**src/rtl/disp_msg_sched_pkg.sv**
```systemverilog
// disp_msg_sched_pkg: display constants, glyph table and round-robin helper
package disp_msg_sched_pkg;
  localparam logic [6:0] SEG_OFF = 7'h7F;
  localparam logic [3:0] DIG_OFF = 4'hF;
  localparam logic [2:0] MSG_CRIT = 3'd7;
  localparam logic [6:0] G_M = 7'h48;
  localparam logic [6:0] G_BLANK = 7'h7F;
  localparam logic [6:0] G_DIGIT [10] = '{7'h40, 7'h79, 7'h24, 7'h30, 7'h19, 7'h12, 7'h02, 7'h78, 7'h00, 7'h10};
  // Scan cur+1 .. cur+8 (cur last); nearest set bit wins.
  function automatic logic [2:0] next_req(input logic [7:0] req, input logic [2:0] cur);
    logic [2:0] n;
    n = cur;
    for (int i = 8; i >= 1; i--)
      if (req[3'(cur + 3'(i))]) n = 3'(cur + 3'(i));
    return n;
  endfunction
endpackage

```
**src/rtl/disp_msg_sched_if.sv**
```systemverilog
// disp_msg_sched_if: request flags in, display drive and status out
interface disp_msg_sched_if;
  logic [7:0] msg_req;
  logic [6:0] seg;
  logic [3:0] dig;
  logic [2:0] cur_id;
  logic cur_valid;
  logic msg_chg;
  modport master(output msg_req, input seg, dig, cur_id, cur_valid, msg_chg);
  modport slave(input msg_req, output seg, dig, cur_id, cur_valid, msg_chg);
endinterface

```
**src/rtl/disp_msg_sched_rom.sv**
```systemverilog
// msg_glyph_rom: renders "Mk  " left-aligned, one digit position at a time
module msg_glyph_rom
  import disp_msg_sched_pkg::*;
(
  input  logic [2:0] id,
  input  logic [1:0] pos,
  output logic [6:0] seg
);
  assign seg = pos == 2'd0 ? G_M : pos == 2'd1 ? G_DIGIT[{1'b0, id}] : G_BLANK;
endmodule

```
**src/rtl/disp_msg_sched.sv**
```systemverilog
// disp_msg_sched: round-robin message scheduler with critical pre-emption and blanked digit scan
module disp_msg_sched
  import disp_msg_sched_pkg::*;
#(
  parameter int SCAN_DIV = 50000,
  parameter int BLANK_CYC = 8,
  parameter int HOLD_FRAMES = 200
) (
  input logic clk,
  input logic rst_n,
  disp_msg_sched_if.slave bus
);
  localparam int PW = $clog2(SCAN_DIV);
  localparam int HW = $clog2(HOLD_FRAMES + 1);
  logic [PW-1:0] pre;
  logic [1:0] idx;
  logic [HW-1:0] hold, hold_n;
  logic [2:0] cur_id, id_n;
  logic cur_valid, val_n;
  logic slot_end, frame_tick, lit;
  logic [6:0] glyph;
  assign slot_end = pre == PW'(SCAN_DIV - 1);
  assign frame_tick = slot_end && idx == 2'd3;
  assign lit = pre >= PW'(BLANK_CYC) && cur_valid;
  assign bus.cur_id = cur_id;
  assign bus.cur_valid = cur_valid;
  msg_glyph_rom u_rom (.id(cur_id), .pos(idx), .seg(glyph));
  // Selection only moves on frame boundaries so a frame never mixes two messages.
  always_comb begin
    id_n = cur_id;
    val_n = cur_valid;
    hold_n = hold;
    if (frame_tick) begin
      if (bus.msg_req[MSG_CRIT]) begin
        id_n = MSG_CRIT;
        val_n = 1'b1;
        hold_n = '0;
      end else if (bus.msg_req == 8'd0) begin
        val_n = 1'b0;
        hold_n = '0;
      end else if (!cur_valid || !bus.msg_req[cur_id] || hold == HW'(HOLD_FRAMES - 1)) begin
        id_n = next_req(bus.msg_req, cur_id);
        val_n = 1'b1;
        hold_n = '0;
      end else
        hold_n = hold + 1'b1;
    end
  end
  always_ff @(posedge clk or negedge rst_n)
    if (!rst_n) begin
      pre <= '0;
      idx <= '0;
      hold <= '0;
      cur_id <= '0;
      cur_valid <= 1'b0;
      bus.seg <= SEG_OFF;
      bus.dig <= DIG_OFF;
      bus.msg_chg <= 1'b0;
    end else begin
      pre <= slot_end ? '0 : pre + 1'b1;
      idx <= idx + 2'(slot_end);
      hold <= hold_n;
      cur_id <= id_n;
      cur_valid <= val_n;
      bus.seg <= lit ? glyph : SEG_OFF;
      bus.dig <= lit ? ~(4'b1 << idx) : DIG_OFF;
      bus.msg_chg <= id_n != cur_id || val_n != cur_valid;
    end
endmodule

```
**src/flat_wrapper.sv**
```systemverilog
// flat-port wrapper written by rule: the top's interface ports become plain ports
module disp_msg_sched_flat import disp_msg_sched_pkg::*;
#(
  parameter int SCAN_DIV = 50000,
  parameter int BLANK_CYC = 8,
  parameter int HOLD_FRAMES = 200
)
  (clk, rst_n, bus_msg_req, bus_seg, bus_dig, bus_cur_id, bus_cur_valid, bus_msg_chg);
  disp_msg_sched_if bus_i ();
  input logic clk;
  input logic rst_n;
  input wire logic [$bits(bus_i.msg_req)-1:0] bus_msg_req;
  output wire logic [$bits(bus_i.seg)-1:0] bus_seg;
  output wire logic [$bits(bus_i.dig)-1:0] bus_dig;
  output wire logic [$bits(bus_i.cur_id)-1:0] bus_cur_id;
  output wire logic [$bits(bus_i.cur_valid)-1:0] bus_cur_valid;
  output wire logic [$bits(bus_i.msg_chg)-1:0] bus_msg_chg;
  assign bus_i.msg_req = bus_msg_req;
  assign bus_seg = bus_i.seg;
  assign bus_dig = bus_i.dig;
  assign bus_cur_id = bus_i.cur_id;
  assign bus_cur_valid = bus_i.cur_valid;
  assign bus_msg_chg = bus_i.msg_chg;
  disp_msg_sched #(.SCAN_DIV(SCAN_DIV), .BLANK_CYC(BLANK_CYC), .HOLD_FRAMES(HOLD_FRAMES)) u_core (.clk(clk), .rst_n(rst_n), .bus(bus_i));
endmodule
```
**config.mk**
```make
export PLATFORM = sky130hd
export DESIGN_NAME = disp_msg_sched_flat
export DESIGN_NICKNAME = d
export VERILOG_FILES = /design/src/rtl/disp_msg_sched_pkg.sv /design/src/rtl/disp_msg_sched_if.sv /design/src/rtl/disp_msg_sched_rom.sv /design/src/rtl/disp_msg_sched.sv /design/src/flat_wrapper.sv
export SDC_FILE = /design/constraint.sdc
export NUM_CORES = 1
export LEC_CHECK = 0
export ABC_CLOCK_PERIOD_IN_PS = 3000
export BUFFER_PORTS_ARGS = -buffer_cell sky130_fd_sc_hd__clkbuf_2
export CELL_PAD_IN_SITES_DETAIL_PLACEMENT = 1
export CELL_PAD_IN_SITES_GLOBAL_PLACEMENT = 2
export CORE_ASPECT_RATIO = 1.1
export CORE_UTILIZATION = 34
export DETAILED_ROUTE_END_ITERATION = 16
export MAX_ROUTING_LAYER = met4
export PLACE_DENSITY_LB_ADDON = 0.1
export REMOVE_ABC_BUFFERS = 1
export SLEW_MARGIN = 0
export SYNTH_ARGS = -nofsm -noshare
export SYNTH_HDL_FRONTEND = slang
export SYNTH_SLANG_ARGS = --single-unit
```
**constraint.sdc**
```tcl
create_clock -name clk -period 3 [get_ports clk]
set_clock_uncertainty 0.15 [all_clocks]
set_input_delay 0.3 -clock clk [delete_from_list [all_inputs] [get_ports clk]]
set_output_delay 0.3 -clock clk [all_outputs]
set_load 0.01 [all_outputs]
```
==> summary.md, run 1 <==
| Metric | Value |
|---|---|
| CTS Buffer Depth | `2` |
| Via density per instance | `5.28` |
| Grt total ovfl | `0` |
| Req. time, crit path | `3070 ps` |
| Slew headroom | `0.344` |
| H-tree depth | `2` |
| WS Path Type | `reg -> reg` |
| Largest family of logic cells by synthesized area | `simple AND/OR/NAND/NOR gates` |
| Max-Cap Viols | `0` |
| Cell area after synthesis | `0.00275 sq mm` |
| Sequential-to-total area share from yosys stat | `0.388` |
| Failing checks | `hold timing` |
| Clk pin slew, worst setup/hold paths | `90 ps` |
| Psw | `~0.26 mW` |
| CTS tree | `built` |
| FF/Latch Area | `0.00106 sq mm` |
| WP buf/inv | `1` |
| EDFF count, synth | `0` |
| Area Overhead vs Synth | `16.4%` |
| Share of layout cells above drive strength 1 | `0.239` |
| Slew at the pin closest to its max-slew limit | `984 ps` |
| Synth Area in Compound Gates | `0.132` |
| Leakage | `~1.4 nW` |
| Ys async rst share | `1.00` |
| PortBufs | `25` |
| Slowest cell delay on critical path | `560 ps` |
| Initial core utilization | `0.349` |
| Die Y | `96.2 microns` |
| Pwr dens | `~350 mW/mm^2` |
| Drt initial violations | `50` |
| DR DRC count | `0` |
| Hold Slack | `-8.20 ps` |
| IR drop worst, VDD | `0.000150 V` |
| Status | `finished, violations left` |
| Post-Place Cells | `between 400 and 500` |
| Combinational power share | `0.070` |
| Cell Count, Final, Fillers Out | `439` |
| Tot GR Track Use | `0.189` |
| Final setup vio count | `0` |
| Worst r2r src | `u_core.bus.cur_id[1]$_DFF_PN0_` |
| Final worst path period share | `0.925` |
| Post-CTS setup repair buffer count | `0` |
| Sink count of the clock tree | `42` |
| Crit Path Max Fanout | `11` |
| Clock Power Share | `0.419` |
| CORE AREA | `0.00787 sq mm` |
| Fraction of power consumed by sequential logic | `0.511` |
| Critical path depth | `8` |
| Critical path endpoint category | `flip-flop` |
| Vias in the first global route | `2375` |
| Critical Path Start | `u_core.bus.cur_id[1]$_DFF_PN0_` |
| Final nets | `around 350` |
| Average instance area after synthesis | `between 9 and 10 sq um` |
| Simple-gate share of the synthesized area | `0.216` |
| Largest net degree at the start of global routing | `40` |
| Drt pass-1 iters | `4` |
| I/O pin count | `26` |
| Antenna Nets Post-Route | `0` |
| Slew Viols, Final | `0` |
| Critical path's top delay family | `simple AND/OR/NAND/NOR gates` |
| Synth Area in XOR/XNOR | `0.0606` |
| Worst reg2reg path depth | `8` |
| Die ar. | `0.00844 sq mm` |
| GP Congestion | `0.870` |
| Cell variety after synth | `between 50 and 60` |
| Row count | `34` |
| First-pass GRT wire length | `11800 microns` |
| Arr. time, crit path | `2840 ps` |
| WL per Instance | `about 16 microns` |
| Routed via count | `between 2000 and 2500` |
| RSZ-0062 raised after global routing | `false` |
| Inserted Diodes | `0` |
| Hold Crit Class | `in -> async` |
| Clk_lat worst skew | `300 ps` |
| Cts hold-fix bufs | `0` |
| Die width | `87.7 microns` |
| Endpoints failing hold | `11` |
| Post-synth top flop | `dfrtp_1` |
| Seq cells post-synth | `42` |
| Mux share of post-synthesis cell area | `0.120` |
| Post-Syn Instances | `about 300` |
| Int Power | `0.846 mW` |
| FILL cells | `936` |
| Num CTS Buffers | `5` |
| CP max stage cell | `mux4_2` |
| Adder-cell share of the synthesized area | `0.0365` |
| CTS root buf | `clkbuf_8` |
| Ys Warns | `0` |
| Cell Chain, Critical Path | `buf_4 -> mux4_2 -> mux2_2 -> nand3_1 -> nand4_1 -> nor4bb_1 -> a2111oi_2 -> o2111ai_1` |
| Final HPWL from detailed placement | `about 5400 microns` |
| Multi-input gate area | `0.00158 sq mm` |
| Sw Ratio | `0.237` |
| Worst setup SP type | `flip-flop` |
| Initial antenna violation count | `0` |
| Tmin final | `2770 ps` |
| Achievable Freq | `360 MHz` |
| Routed wire length | `7070 microns` |
cell families after synthesis:
group / Yosys count
xor+xnor: 19
buf+inv: 29
flops: 42
simple gates: 123
mux: 21
compound gates: 54
fa+ha+maj: 8
per-stage QoR:
| step | power, mW | util | area [sq um] | setup TNS [ps] | setup WS [ps] |
|---|---|---|---|---|---|
| after detailed placement | 0.656 | 0.389 | 3060 | 0 | 24.8 |
| after floorplan | 0.616 | - | 2670 | -307 | -281 |
| after global placement | 0.656 | 0.389 | 3060 | 0 | 69.8 |
| after global routing | 1.16 | 0.406 | 3200 | 0 | 19.1 |
| final | 1.11 | 0.406 | 3200 | 0 | 225 |
| after CTS | 1.13 | 0.403 | 3170 | 0 | 6.43 |
power groups by stage:
stage / logic [mW] / registers [mW] / clock network, mW
after CTS: 0.0794 / 0.567 / 0.484
after floorplan: 0.0386 / 0.577 / 0
after global routing: 0.0876 / 0.567 / 0.503
final: 0.0779 / 0.566 / 0.465
after detailed placement: 0.0787 / 0.577 / 0
after global placement: 0.0790 / 0.577 / 0
cells in the mapped netlist, drive strengths merged (4+ instances only):
| library cell | instances | area [sq um] |
|---|---|---|
| nand2 | 40 | 150 |
| dfrtp | 31 | 776 |
| nor2 | 22 | 82.6 |
| nand3 | 21 | 105 |
| o21ai | 15 | 75.1 |
| inv | 14 | 52.6 |
| a21oi | 11 | 55.1 |
| dfstp | 11 | 289 |
| xor2 | 11 | 96.3 |
| clkbuf | 9 | 33.8 |
| ha | 8 | 100 |
| mux4 | 8 | 180 |
| nor3 | 8 | 40.0 |
| xnor2 | 8 | 70.1 |
| mux2i | 7 | 82.6 |
| mux2 | 6 | 67.6 |
| nor2b | 6 | 37.5 |
| nor4 | 6 | 37.5 |
| and3 | 5 | 31.3 |
| buf | 5 | 37.5 |
| o31ai | 5 | 37.5 |
| o2111ai | 4 | 35.0 |
metal layers:
metal  vias up  GRT usage  wire length [microns]
li1       1126          -                      -
met1      1162      0.220                   3180
met2        24      0.339                   3670
met3         7     0.0257                    117
met4         0     0.0574                     90
met5         -          -                      0
path summary, 6_finish.rpt:
check	end	slack, ps
worst max-delay path	u_core.bus.msg_chg$_DFF_PN0_	230
worst min-delay path	u_core.pre[2]$_DFF_PN0_	-8
worst max register to register	u_core.bus.msg_chg$_DFF_PN0_	230
worst min register to register	u_core.pre[7]$_DFF_PN0_	350
max in group asynchronous	u_core.bus.seg[2]$_DFF_PN1_	1980
min in group clk	u_core.bus.cur_id[0]$_DFF_PN0_	320
sequential cells by signal (all words and copies together) (netlist names):
register,cells
u_core.hold,8
u_core.bus.msg_chg,1
u_core.pre,16
u_core.bus.cur_id,3
u_core.idx,2
u_core.bus.dig,4
u_core.bus.seg,7
u_core.bus.cur_valid,1
placed cells by master (no fill, tap or decap), types with 2 or more instances in the layout:
master	instances
a21o_1	2
a21oi_1	11
a22oi_1	2
and3_1	5
buf_4	15
clkbuf_2	25
clkbuf_8	5
dfrtp_1	31
dfstp_2	11
ha_1	7
inv_1	14
mux2_2	5
mux2i_1	6
mux4_2	8
nand2_1	40
nand2b_1	2
nand3_1	21
nand4_1	2
nor2_1	22
nor2b_1	6
nor3_1	8
nor4_1	5
nor4bb_1	2
o2111ai_1	4
o211ai_1	2
o21ai_0	14
o311ai_1	2
o31ai_1	5
or4_1	2
xnor2_1	8
xor2_1	11
worst reg2reg max path: cells and delay by family (launching register included):
kind                   cells  cell delay (ps)
and+or+nand+nor            3              880
muxes                      2              860
DFF                        1              370
AOI/OAI and AO/OA          2              210
buffers and inverters      1              210
final cells by class:
| class | instances | share of cell area |
|---|---|---|
| clock inverter | 3 | 0.0137 |
| sequential | 42 | 0.333 |
| clock buffer | 5 | 0.0215 |
| multi-input combinational | 225 | 0.494 |
| tap | 108 | 0.0423 |
| inverter | 15 | 0.0176 |
| timing repair buffer | 41 | 0.0779 |
repair_timing:
action,4_1_cts,5_1_grt
setup endpoints to repair,0,1
hold endpoints to repair,0,0
gates resized for setup,0,5
(Power assumes the default switching activity.)
==> run 2, diff against run 1 <==
- ABC_CLOCK_PERIOD_IN_PS: 3000 -> 2770
- CORE_UTILIZATION: 34 -> 37
- clock period: 3 -> 2.77 ns (I/O delays scaled with it)
==> run 2 against run 1 <==
Against the previous run:
- the run ends with DRC left
- cell area increased by 3.7%
- routed wire length increased by 3.2%
- worst hold slack improved by 360 ps
- largest power group unchanged
- combinational power increased by 26%
- sequential power increased by 8.5%
- register-to-register slack got worse by 130 ps
- global-route usage increased by 2.3 points
- via count increased by 3.4%
- critical endpoint unchanged
==> summary.md, run 2 (synthesis gave the netlist of run 1 again) <==
| Metric | Value |
|---|---|
| Status | `finished, violations left` |
| Failing checks | `DRC` |
| Row count | `32 (-5.9%)` |
| Wire length on met3 | `232 microns (+98%)` |
| Share of layout cells above drive strength 1 | `0.282 (+0.0438)` |
| Max Used Layer | `met4` |
| Tmin final | `2670 ps (-101 ps)` |
| Cell Count, Final, Fillers Out | `432 (-1.6%)` |
| Routed via count | `2399 (+3.4%)` |
| H-tree depth | `2 (unchanged)` |
| Grt total ovfl | `0 (unchanged)` |
| Die width | `84.1 microns (-4.0%)` |
| CORE AREA | `0.00709 sq mm (-10%)` |
| Metal-1 WL | `3500 microns (+10%)` |
| Sink count of the clock tree | `42 (unchanged)` |
| WS Path Type | `reg -> reg` |
| Post-Place Cells | `422 (-2.1%)` |
| Routed wire length | `7290 microns (+3.2%)` |
| Met2 WL | `3430 microns (-6.7%)` |
| Critical path endpoint category | `flip-flop` |
| Vias in the first global route | `2455 (+3.4%)` |
| Hold depth | `1` |
| CTS Buffer Depth | `2 (unchanged)` |
| Beginning of the worst hold path | `u_core.pre[7]$_DFF_PN0_` |
| Req. time, crit path | `2770 ps (-300 ps)` |
| Worst r2r src | `u_core.bus.cur_id[0]$_DFF_PN0_` |
| Max reg flops | `16 (unchanged)` |
| Crit Path Max Fanout | `8 (-3)` |
| WP buf/inv | `1 (unchanged)` |
| Clk_lat worst skew | `290 ps (about the same)` |
| Reg2reg end | `u_core.bus.msg_chg$_DFF_PN0_` |
| Slew headroom | `0.429 (+0.0846)` |
| Hold Crit Class | `reg -> reg` |
| Final HPWL from detailed placement | `5430 microns (+0.86%)` |
| Largest net degree at the start of global routing | `33 (-18%)` |
| Max-Cap Viols | `0 (unchanged)` |
| Die Y | `92.3 microns (-4.1%)` |
| Worst reg2reg path depth | `9 (+1)` |
| First-pass GRT wire length | `12500 microns (+5.6%)` |
| Total negative slack | `0 ps (unchanged)` |
| Register-to-register setup slack | `100 ps (-130 ps)` |
| PortBufs | `25 (unchanged)` |
| I/O pin count | `26 (unchanged)` |
| Critical path's top delay family | `compound AO/OA/AOI/OAI gates` |
| Num CTS Buffers | `5 (unchanged)` |
| Die ar. | `0.00777 sq mm (-7.9%)` |
| Final worst path period share | `0.965 (+0.0402)` |
| Leakage | `1.50 nW (+5.0%)` |
| Initial core utilization | `0.387 (+0.0386)` |
| Clk pin slew, worst setup/hold paths | `90 ps (about the same)` |
| Final nets | `364 (+4.6%)` |
| DR DRC count | `4 (+4)` |
| Antenna Nets Post-Route | `0 (unchanged)` |
| Initial antenna violation count | `0 (unchanged)` |
| Slew Viols, Final | `0 (unchanged)` |
| Hold path endpoint | `u_core.pre[7]$_DFF_PN0_` |
| RSZ-0062 raised after global routing | `true` |
| Via density per instance | `5.55 (+5.1%)` |
| Biggest register | `u_core.pre` |
| WL per Instance | `16.9 microns (+4.8%)` |
| Drt pass-1 iters | `10 (+6)` |
| Pwr dens | `360 mW/mm^2 (+3.7%)` |
| Top Registers | `u_core.pre (16), u_core.hold (8), u_core.bus.seg (7)` |
| CP max stage cell | `dfrtp_1` |
| Slew at the pin closest to its max-slew limit | `857 ps (-127 ps)` |
| Final setup vio count | `0 (unchanged)` |
| Tot GR Track Use | `0.212 (+0.0227)` |
| Endpoints failing hold | `0 (-11)` |
| Cell Chain, Critical Path | `inv_2 -> ha_4 -> mux4_2 -> nor2b_1 -> o31ai_1 -> o311ai_1 -> nor4bb_1 -> a2111oi_1 -> o2111ai_1` |
| Commonest non-fill, non-tap cell in the layout | `nand2_1` |
| CTS root buf | `clkbuf_8` |
| Inserted Diodes | `0 (unchanged)` |
| Achievable Freq | `374 MHz (+3.8%)` |
| CTS tree | `built` |
| Hold Slack | `347 ps (+355 ps)` |
| Slowest cell delay on critical path | `410 ps (-150 ps)` |
| Worst setup SP type | `flip-flop` |
| Area Overhead vs Synth | `20.7%` |
| Arr. time, crit path | `2670 ps (-170 ps)` |
| Critical Path Start | `u_core.bus.cur_id[0]$_DFF_PN0_` |
| Drt initial violations | `69 (+38%)` |
| IR drop worst, VDD | `0.000168 V (+12%)` |
| GP Congestion | `0.828 (-4.8%)` |
| Most used cells in the layout excluding fill and tap cells | `nand2_1 (40), buf_4 (30), dfrtp_1 (30)` |
-- run 2: per-stage QoR --
stage	utilization	cell area (sq um)	power [mW]	setup slack, ps
after floorplan	-	2670	0.667	-511
after global placement	0.443	3140	0.718	-23.3
after detailed placement	0.443	3140	0.720	-81.6
after CTS	0.462	3270	1.21	2.53
after global routing	0.468	3310	1.25	-47.0
final	0.468	3310	1.19	96.3
-- run 2: worst max path at each step --
stage | to | cells past startpoint
2_1_floorplan | u_core.bus.msg_chg$_DFF_PN0_ | 9
3_3_place_gp | u_core.bus.msg_chg$_DFF_PN0_ | 9
3_5_place_dp | u_core.bus.msg_chg$_DFF_PN0_ | 9
4_1_cts | u_core.bus.msg_chg$_DFF_PN0_ | 8
5_1_grt | u_core.bus.cur_id[1]$_DFF_PN0_ | 8
6_report | u_core.bus.msg_chg$_DFF_PN0_ | 9
-- run 2: layout make-up --
class | count | area, sq um
Inverter | 15 | 56.3
Clock inverter | 2 | 37.5
Clock buffer | 6 | 72.6
Fill cell | 819 | 3770
Tap cell | 85 | 106
Multi-Input combinational cell | 225 | 1590
Timing Repair Buffer | 57 | 380
Sequential cell | 42 | 1070
-- run 2: worst reg2reg max path, delay by kind of cell (launching register included) --
family / cells / cell delay, ps
DFF: 1 / 410
muxes: 1 / 350
buffers and inverters: 1 / 70
adders and majority gates: 1 / 320
AOI/OAI and AO/OA: 4 / 910
and+or+nand+nor: 2 / 320
-- run 2: power breakdown --
group | internal [mW] | leakage [nW] | switching (mW)
Sequential | 0.614 | 0.496 | 0.0000000141
Clock | 0.269 | 0.0514 | 0.212
Combinational | 0.0413 | 0.954 | 0.0570
Total | 0.924 | 1.50 | 0.269
-- run 2: metal layers --
layer / track usage / up-vias
met5: - / -
met4: 0.0517 / 0
met3: 0.0312 / 10
met2: 0.344 / 34
met1: 0.281 / 1197
li1: - / 1158
-- run 2: what timing repair did --
action,CTS,global route
gates resized for setup,4,9
hold buffers,1,0
pin swaps,0,2
setup buffers,0,1
hold endpoints to repair,31,0
endpoints found under the setup margin,1,5
==> run 3, diff against run 2 <==
- CORE_ASPECT_RATIO: 1.1 -> not set
- PLACE_DENSITY: not set -> 0.85
- PLACE_DENSITY_LB_ADDON: 0.1 -> not set
==> run 3 against run 2 <==
Against the previous run:
- the run now ends clean
- setup slack got worse by 90 ps
- sequential power is essentially flat
- critical path depth down 1
- non-clock buffer count shrank 5
- critical endpoint unchanged
- die area hardly changed
==> summary.md, run 3 (synthesis gave the netlist of run 1 again) <==
| Metric | Value |
|---|---|
| Critical Path Start | `u_core.bus.cur_id[0]$_DFF_PN0_` |
| Fraction of power consumed by sequential logic | `0.513 (-0.002)` |
| FILL cells | `849 (+3.7%)` |
| Clk pin slew, worst setup/hold paths | `90 ps (about the same)` |
| Drt initial violations | `91 (+32%)` |
| Num CTS Buffers | `5 (unchanged)` |
| CP max stage cell | `or4_1` |
| Crit Path Max Fanout | `6 (-2)` |
| IR drop worst, VDD | `0.000161 V (-4.3%)` |
| Biggest register | `u_core.pre` |
| Tot GR Track Use | `0.212 (+0.000301)` |
| Post-route cell area | `0.00334 sq mm (+0.94%)` |
| Max reg flops | `16 (unchanged)` |
| WS Path Type | `reg -> reg` |
| Final setup vio count | `0 (unchanged)` |
| Routed wire length | `7460 microns (+2.3%)` |
| Leakage | `1.51 nW (+0.26%)` |
| CORE AREA | `0.00721 sq mm (+1.8%)` |
| Hold Crit Class | `in -> async` |
| Die width | `88.1 microns (+4.8%)` |
| Via density per instance | `5.46 (-1.7%)` |
| Tot Pwr | `1.19 mW (+0.21%)` |
| Req. time, crit path | `2830 ps (+60 ps)` |
| Psw | `0.271 mW (+1.1%)` |
| Initial core utilization | `0.381 (-0.00685)` |
| CTS tree | `built` |
| Arr. time, crit path | `2830 ps (+160 ps)` |
| WL per Instance | `16.9 microns (+0.24%)` |
| GP Congestion | `0.920 (+11%)` |
| Tmin final | `2760 ps (+89.6 ps)` |
| FF/Latch Area | `0.00107 sq mm (+0.12%)` |
| Achievable Freq | `362 MHz (-3.2%)` |
| Cell Count, Final, Fillers Out | `441 (+2.1%)` |
| Most used cells in the layout excluding fill and tap cells | `nand2_1 (40), dfrtp_1 (29), clkbuf_2 (26)` |
| H-tree depth | `2 (unchanged)` |
| Slew headroom | `0.623 (+0.195)` |
| PortBufs | `25 (unchanged)` |
| CTS root buf | `clkbuf_8` |
| Final core area utilization | `0.464 (-0.00393)` |
| DR DRC count | `0 (-4)` |
| Area Overhead vs Synth | `21.8%` |
| Critical path endpoint category | `flip-flop` |
| Slew at the pin closest to its max-slew limit | `564 ps (-293 ps)` |
| Share of layout cells above drive strength 1 | `0.284 (+0.00120)` |
| Endpoints failing hold | `0 (unchanged)` |
| Antenna Nets Post-Route | `0 (unchanged)` |
| Grt total ovfl | `0 (unchanged)` |
| Row count | `31 (-3.1%)` |
| Post-Place Cells | `430 (+1.9%)` |
| Die ar. | `0.00777 sq mm (about the same)` |
| Drt pass-1 iters | `4 (-6)` |
| Routed via count | `2407 (+0.33%)` |
| Commonest non-fill, non-tap cell in the layout | `nand2_1` |
| Final worst path period share | `0.998 (+0.0323)` |
| Inserted Diodes | `0 (unchanged)` |
| Vias in the first global route | `2418 (-1.5%)` |
| Slowest cell delay on critical path | `520 ps (+110 ps)` |
| CTS Buffer Depth | `2 (unchanged)` |
| Sink count of the clock tree | `42 (unchanged)` |
| Final nets | `359 (-1.4%)` |
| Slew Viols, Final | `0 (unchanged)` |
| Status | `complete, no violations` |
| Die Y | `88.1 microns (-4.6%)` |
| Top Registers | `u_core.pre (16), u_core.hold (8), u_core.bus.seg (7)` |
| Combinational power share | `0.083 (about the same)` |
| Worst r2r src | `u_core.bus.cur_id[0]$_DFF_PN0_` |
| RSZ-0062 raised after global routing | `true` |
| Initial antenna violation count | `0 (unchanged)` |
| Worst setup SP type | `flip-flop` |
| I/O pin count | `26 (unchanged)` |
| Cell Chain, Critical Path | `clkbuf_16 -> ha_1 -> xnor2_2 -> mux2_4 -> a311oi_2 -> o311ai_1 -> or4_1 -> o2111ai_1` |
| Cell Area, Placed | `0.00311 sq mm (-0.88%)` |
| Clk_lat worst skew | `290 ps (about the same)` |
| Max-Cap Viols | `0 (unchanged)` |
| Pwr dens | `357 mW/mm^2 (-0.73%)` |
| First-pass GRT wire length | `12300 microns (-1.5%)` |
| Final HPWL from detailed placement | `5620 microns (+3.6%)` |
| Int Power | `0.924 mW (about the same)` |
| Total negative slack | `0 ps (unchanged)` |
| Sw Ratio | `0.227 (+0.00189)` |
| Clock Power Share | `0.404 (about the same)` |
| Largest net degree at the start of global routing | `23 (-30%)` |
| Multi-input gate area | `0.00162 sq mm (+1.5%)` |
## run 3: final timing paths
| check | slack, ps | end | cells past startpoint |
|---|---|---|---|
| worst max-delay path | 7 | u_core.bus.msg_chg$_DFF_PN0_ | 8 |
| worst min-delay path | 330 | u_core.pre[12]$_DFF_PN0_ | 2 |
| worst max register to register | 7 | u_core.bus.msg_chg$_DFF_PN0_ | 8 |
| worst min register to register | 350 | u_core.pre[13]$_DFF_PN0_ | 1 |
| max in group asynchronous | 1460 | u_core.bus.cur_id[2]$_DFF_PN0_ | 3 |
| min in group clk | 350 | u_core.pre[13]$_DFF_PN0_ | 1 |
## run 3: layout make-up
class / count / share of cell area
Multi-Input combinational cell: 225 / 0.484
Timing Repair Buffer: 52 / 0.110
Sequential cell: 42 / 0.319
Inverter: 15 / 0.0168
Clock inverter: 2 / 0.0112
Tap cell: 99 / 0.0370
Clock buffer: 6 / 0.0217
## run 3: metal layers
metal / GRT usage / vias to the layer above / routed length [microns]
met5: - / - / 0
met4: 0.0469 / 0 / 68
met3: 0.0254 / 7 / 213
met2: 0.340 / 48 / 3680
met1: 0.288 / 1201 / 3490
li1: - / 1151 / -
## run 3: power groups by stage
stage	logic [mW]	registers [mW]	clock network [mW]
after global placement	0.0915	0.625	0
after global routing	0.108	0.614	0.518
after detailed placement	0.0933	0.625	0
final	0.0989	0.614	0.483
after floorplan	0.0418	0.625	0
after CTS	0.0948	0.614	0.502
## run 3: per-stage QoR
stage | hold WS (ps) | setup slack, ps
2_1_floorplan | -169 | -511
3_3_place_gp | 102 | 21.6
3_5_place_dp | 107 | -96.1
4_1_cts | 331 | 9.66
5_1_grt | 368 | -80.7
6_report | 330 | 6.76
## run 3: worst max-delay path, delay by kind of cell (launching register included)
family / cells / cell delay, ps
XOR/XNOR: 1 / 280
buffers and inverters: 1 / 180
AND/OR/NAND/NOR: 1 / 520
adder cells (fa/ha/maj): 1 / 230
AO/OA/AOI/OAI: 3 / 500
flip-flops: 1 / 460
multiplexers: 1 / 360
## run 3: repair_timing
action	CTS	global route
setup buffers	0	1
endpoints found under the setup margin	1	3
gates cloned	0	1
pin swaps	1	5
endpoints found under the hold margin	9	0
gates resized for setup	1	20
hold buffers	1	0
